`config.mk`:
```
export PLATFORM = sky130hd
export DESIGN_NAME = circulant_transpose_stream
export DESIGN_NICKNAME = d
export VERILOG_FILES = /design/src/rtl/circulant_transpose_stream.sv
export SDC_FILE = /design/constraint.sdc
export NUM_CORES = 1
export LEC_CHECK = 0
export ABC_AREA = 1
export BUFFER_PORTS_ARGS = -buffer_cell sky130_fd_sc_hd__clkbuf_2
export CAP_MARGIN = 20
export CORE_MARGIN = 2
export CORE_UTILIZATION = 29
export DETAILED_ROUTE_END_ITERATION = 6
export PLACE_DENSITY = 0.46
export SYNTH_ARGS = -nofsm -noshare
export SYNTH_HDL_FRONTEND = slang
export SYNTH_SLANG_ARGS = --single-unit
```
`constraint.sdc`:
```
create_clock -name clk -period 5.7 [get_ports clk]
set_input_delay 0.285 -clock clk [delete_from_list [all_inputs] [get_ports clk]]
set_output_delay 0.285 -clock clk [all_outputs]
set_load 0.02 [all_outputs]
```
`src/rtl/circulant_transpose_stream.sv`:
```
// Streaming NxN transpose: rows land in N circulant-skewed banks so each column reads conflict-free.
// Column 0 is valid 2 edges after the last row; a 2-entry output FIFO absorbs consumer stalls.
module circulant_transpose_stream #(
  parameter int N = 4,
  parameter int W = 8,
  localparam int LN = $clog2(N)
) (
  input  logic           clk,
  input  logic           rst,
  input  logic           in_valid,
  output logic           in_ready,
  input  logic [N*W-1:0] in_row,
  output logic           out_valid,
  input  logic           out_ready,
  output logic [N*W-1:0] out_col,
  output logic [LN-1:0]  out_idx,
  output logic           out_last,
  output logic           busy
);

  typedef enum logic {FILL, DRAIN} state_t;

  state_t         state, state_nxt;
  logic [LN-1:0]  wr_cnt, rd_cnt;
  logic           issue_done;
  logic           rd_vld_q, rd_last_q;
  logic [LN-1:0]  rd_col_q;
  logic [N*W-1:0] rd_flat, deskew;
  logic [LN-1:0]  sel;
  logic [N*W-1:0] fifo_col [2];
  logic [LN-1:0]  fifo_idx [2];
  logic [1:0]     fifo_last;
  logic           wr_ptr, rd_ptr;
  logic [1:0]     occ;
  logic           wr_en, issue, pop, push;

  assign in_ready  = (state == FILL);
  assign wr_en     = in_valid & in_ready;
  assign out_valid = (occ != 2'd0);
  assign pop       = out_valid & out_ready;
  assign push      = rd_vld_q;
  // Occupancy plus the read in flight never exceeds 2, so the FIFO cannot overflow.
  assign issue     = (state == DRAIN) && !issue_done &&
                     ((({1'b0, occ} + {2'b0, rd_vld_q}) < 3'd2) || pop);
  assign out_col   = fifo_col[rd_ptr];
  assign out_idx   = fifo_idx[rd_ptr];
  assign out_last  = fifo_last[rd_ptr];
  assign busy      = (state == DRAIN) || out_valid;

  always_comb begin
    state_nxt = state;
    case (state)
      FILL:  if (wr_en && wr_cnt == LN'(N-1)) state_nxt = DRAIN;
      DRAIN: if (pop && out_last) state_nxt = FILL;
    endcase
  end

  always_ff @(posedge clk or posedge rst) begin
    if (rst) begin
      state      <= FILL;
      wr_cnt     <= '0;
      rd_cnt     <= '0;
      issue_done <= 1'b0;
      rd_vld_q   <= 1'b0;
      rd_last_q  <= 1'b0;
      rd_col_q   <= '0;
    end else begin
      state <= state_nxt;
      if (wr_en) wr_cnt <= wr_cnt + LN'(1);
      if (wr_en && wr_cnt == LN'(N-1)) begin
        rd_cnt     <= '0;
        issue_done <= 1'b0;
      end else if (issue) begin
        rd_cnt <= rd_cnt + LN'(1);
        if (rd_cnt == LN'(N-1)) issue_done <= 1'b1;
      end
      rd_vld_q  <= issue;
      rd_col_q  <= rd_cnt;
      rd_last_q <= (rd_cnt == LN'(N-1));
    end
  end

  // Bank b holds element (r,c) with (r+c) mod N == b at address r.
  for (genvar b = 0; b < N; b++) begin : g_bank
    logic [W-1:0]  mem [N];
    logic [W-1:0]  rd_q;
    logic [LN-1:0] wr_lane, rd_addr;
    assign wr_lane = LN'(b) - wr_cnt;
    assign rd_addr = LN'(b) - rd_cnt;
    always_ff @(posedge clk) begin
      if (wr_en) mem[wr_cnt] <= in_row[wr_lane*W +: W];
      if (issue) rd_q <= mem[rd_addr];
    end
    assign rd_flat[b*W +: W] = rd_q;
  end

  always_comb begin
    deskew = '0;
    sel    = '0;
    for (int r = 0; r < N; r++) begin
      sel = LN'(r) + rd_col_q;
      deskew[r*W +: W] = rd_flat[sel*W +: W];
    end
  end

  always_ff @(posedge clk or posedge rst) begin
    if (rst) begin
      wr_ptr    <= 1'b0;
      rd_ptr    <= 1'b0;
      occ       <= 2'd0;
      fifo_last <= '0;
      for (int i = 0; i < 2; i++) begin
        fifo_col[i] <= '0;
        fifo_idx[i] <= '0;
      end
    end else begin
      if (push) begin
        fifo_col[wr_ptr]  <= deskew;
        fifo_idx[wr_ptr]  <= rd_col_q;
        fifo_last[wr_ptr] <= rd_last_q;
        wr_ptr            <= ~wr_ptr;
      end
      if (pop) rd_ptr <= ~rd_ptr;
      occ <= occ + {1'b0, push} - {1'b0, pop};
    end
  end

endmodule

```
==> metrics.md <==
| Metric | Value |
|---|---|
| Status | finished clean |
| Flop pwr share | 0.376 |
| Met3 Usage GRT | 0.0219 |
| Buffers on Ports | 73 |
| Largest net degree at the start of global routing | 69 |
| Worst r2r src | wr_cnt[0]$_DFFE_PP0N_ |
| Clock transition at path regs | 60 ps |
| Via/cell ratio | about 4.7 |
| Fin. Hold Viols | 0 |
| Synth-to-Final Area Change | 15.4% |
| Share of cells above drive strength 1 | 0.117 |
| Final core area utilization | 0.340 |
| GR peak layer | met2 |
| Row count | 70 |
| Synthesized area per cell | 9.66 um^2 |
| Vias in the first global route | 7623 |
| DRT Pass-1 Iters | 5 |
| Max cap viols | 0 |
| FMAX | 317 MHz |
| Fin crit period | approximately 3200 ps |
| Clk Latency, worst-skew pair | 540 ps |
| Top cell type's share of synthesized area | 0.445 |
| Distinct cell type count after synthesis | 24 |
| RSZ-0062 raised after global routing | no |
| Register area share after synthesis | 0.640 |
| Total GRT Usage | 0.146 |
| CP required | 6010 ps |
| Clock sinks | 244 |
| Power share of the combinational group | 0.414 |
| Synth area leaders | edfxtp_1 45%, dfrtp_1 19%, nand2_1 15% |
| Clock Path Buffers | 3 |
| Most frequent cells in the layout | 435 x nand2_1, 160 x edfxtp_1, 131 x o21ai_0, 83 x dfrtp_1, 73 x clkbuf_2 |
| Worst r2r dst | g_bank[0].mem[2][2]$_DFFE_PP_ |
| Final period util | 0.553 |
| Crit Path Class | reg -> reg |
| Pwr Density | 651 nW/um^2 |
| Slew HR | 0.375 |
| Post-DP HPWL | 18.0 mm |
| Total CTS buffers | 27 |
| Drt initial violations | 657 |
| Layout net count | 1216 |
| Setup crit start kind | flop |
| CP arrival | between 3000 and 4000 ps |
| Gpl congestion | slightly below 0.8 |
| Die area | 38700 um^2 |
| Hold Crit Depth | 3 |
| Int Power | ~4.7 mW |
| Setup TNS | 0 ps |
| Worst-Margin Slew | 935 ps |
| WL/cell | 17.0 um |
| Placement Setup Slack | ~2500 ps |
| Antenna diodes | 0 |
| Hold_ws | roughly 160 ps |
| FF-to-FF path depth | 5 |
| Fin. max-slew vios | 0 |
| Yosys Warn Count | 0 |
| Worst Min Path Start | out_ready |
| Die Y | 197 um |
| Synthesized area | 10800 um^2 |
| Total Routed Length | 28.2 mm |
| Hold endpoint | rd_ptr$_DFFE_PP0P_ |
| CTS root buffer | clkbuf_16 |
| Critical path capture point type | flop |
| Global-route wire length before repair | 44.2 mm |
| Post-Syn Instances | 1116 |
| Initial core utilization | 0.295 |
| Grt met2 use | 0.236 |
| Fin worst setup slack | 2550 ps |
| Syn nets | approximately 1200 |
| CTS tree | done |
| # setup viols final | 0 |
| Total gr overflow | 0 |
| Worst Skew | 20.9 ps |
| Net Sw Frac | 0.421 |
| Met1 GRT Util | 0.211 |
| Synthesis-stage register bit count | ~240 |
| Power, Total | between 8 and 9 mW |
| DR DRC count | 0 |
| Routed vias | 7788 |
| H-tree depth | 1 |
| Die width | 197 um |
| Leakage power | 5.34 nW |
| VDD IR max | 254 uV |
| Clock network power share | 0.210 |
| Post-CTS Repair Setup Buffers | 0 |
| Core ar. | 36600 um^2 |
| Net Switching | 3.41 mW |
| Antenna violations before repair | 0 |
| Commonest non-fill, non-tap cell in the layout | nand2_1 |
| ANT nets after route | 0 |
| Worst-path fanout max | 36 |
| Worst R2R Setup Slack | 2550 ps |
| Worst hold path class | in -> reg |
| # IOs | 74 |
| Area leader, netlist | edfxtp_1 |
-- power by group through the flow --
stage	clock network [mW]	registers [mW]	logic, mW
floorplan	0	2.98	2.38
detailed placement	0	3.08	3.39
finish	1.70	3.05	3.35
global route	1.82	3.12	3.80
global placement	0	3.08	3.35
CTS	1.74	3.05	3.40
-- area by class of cell --
| class | instances | area (um^2) |
|---|---|---|
| Clock inverter | 12 | 111 |
| Inverter | 43 | 163 |
| Multi-Input combinational cell | 769 | 3430 |
| Clock buffer | 38 | 747 |
| Timing Repair Buffer | 89 | 500 |
| Sequential cell | 244 | 6910 |
| Tap cell | 468 | 586 |
| Fill cell | 3774 | 24200 |
-- layer usage --
metal / vias up / routed length, um
li1: 3858 / -
met1: 3753 / 14100
met2: 146 / 12600
met3: 31 / 1030
met4: 0 / 442
met5: - / 0
-- through the flow --
stage          instances  area, um^2
5_1_grt             1663       12400
3_3_place_gp        1611       11600
6_report            1663       12400
3_5_place_dp        1611       11600
2_1_floorplan       1116       10800
4_1_cts             1662       12400
-- timing repair --
action | CTS | global route
gates resized for setup | 0 | 0
hold endpoints to repair | 24 | 0
hold buffers | 1 | 0
-- worst max-delay path by stage --
stage,startpoint,endpoint,slack (ps),cells past startpoint
finish,wr_cnt[0]$_DFFE_PP0N_,g_bank[0].mem[2][2]$_DFFE_PP_,2550,5
global route,wr_cnt[0]$_DFFE_PP0N_,g_bank[2].mem[0][5]$_DFFE_PP_,2190,5
CTS,wr_cnt[0]$_DFFE_PP0N_,g_bank[0].mem[2][2]$_DFFE_PP_,2500,5
detailed placement,wr_cnt[0]$_DFFE_PP0N_,g_bank[0].mem[3][2]$_DFFE_PP_,2510,5
global placement,wr_cnt[0]$_DFFE_PP0N_,g_bank[2].mem[1][3]$_DFFE_PP_,2670,5
floorplan,wr_cnt[1]$_DFFE_PP0N_,g_bank[0].mem[0][0]$_DFFE_PP_,2800,5
-- cells by family (layout without fill, tap and decap cells) --
| group | after synthesis | in the layout | share of synthesized area |
|---|---|---|---|
| xor gates and xnor gates | 5 | 5 | 0.00580 |
| DFF | 244 | 244 | 0.640 |
| adders and majority gates | 6 | 6 | 0.00696 |
| AOI/OAI and AO/OA | 169 | 169 | 0.0821 |
| and+or+nand+nor | 573 | 573 | 0.208 |
| muxes | 16 | 16 | 0.0148 |
| buffers and inverters | 103 | 182 | 0.0419 |
-- cell usage after synthesis --
| cell type | instances |
|---|---|
| a21oi_1 | 1 |
| buf_1 | 3 |
| buf_2 | 27 |
| buf_4 | 4 |
| buf_6 | 2 |
| clkbuf_1 | 23 |
| clkbuf_2 | 1 |
| clkinv_1 | 3 |
| dfrtp_1 | 84 |
| edfxtp_1 | 160 |
| ha_1 | 6 |
| inv_1 | 36 |
| inv_2 | 4 |
| mux2i_1 | 16 |
| nand2_1 | 435 |
| nand3_1 | 68 |
| nor2_1 | 69 |
| nor2_4 | 1 |
| o21ai_0 | 131 |
| o21ai_1 | 5 |
| o22ai_1 | 32 |
| xnor2_1 | 1 |
| xnor2_4 | 1 |
| xor2_1 | 3 |
-- state kept, by name (all words and copies together), names as in the netlist --
signal / cells
wr_ptr: 1
g_bank.mem: 128
issue_done: 1
fifo_last: 2
state: 1
g_bank.rd_q: 32
rd_ptr: 1
fifo_idx: 4
wr_cnt: 2
occ: 2
push: 1
rd_cnt: 2
fifo_col: 64
rd_col_q: 2
rd_last_q: 1
-- worst max-delay path: stages, from the launching register on --
cell,delay [ps]
dfrtp_1,320
buf_4,390
clkinv_1,520
ha_1,840
inv_1,390
o21ai_0,450
No activity file was read; power rests on OpenSTA's default activity.
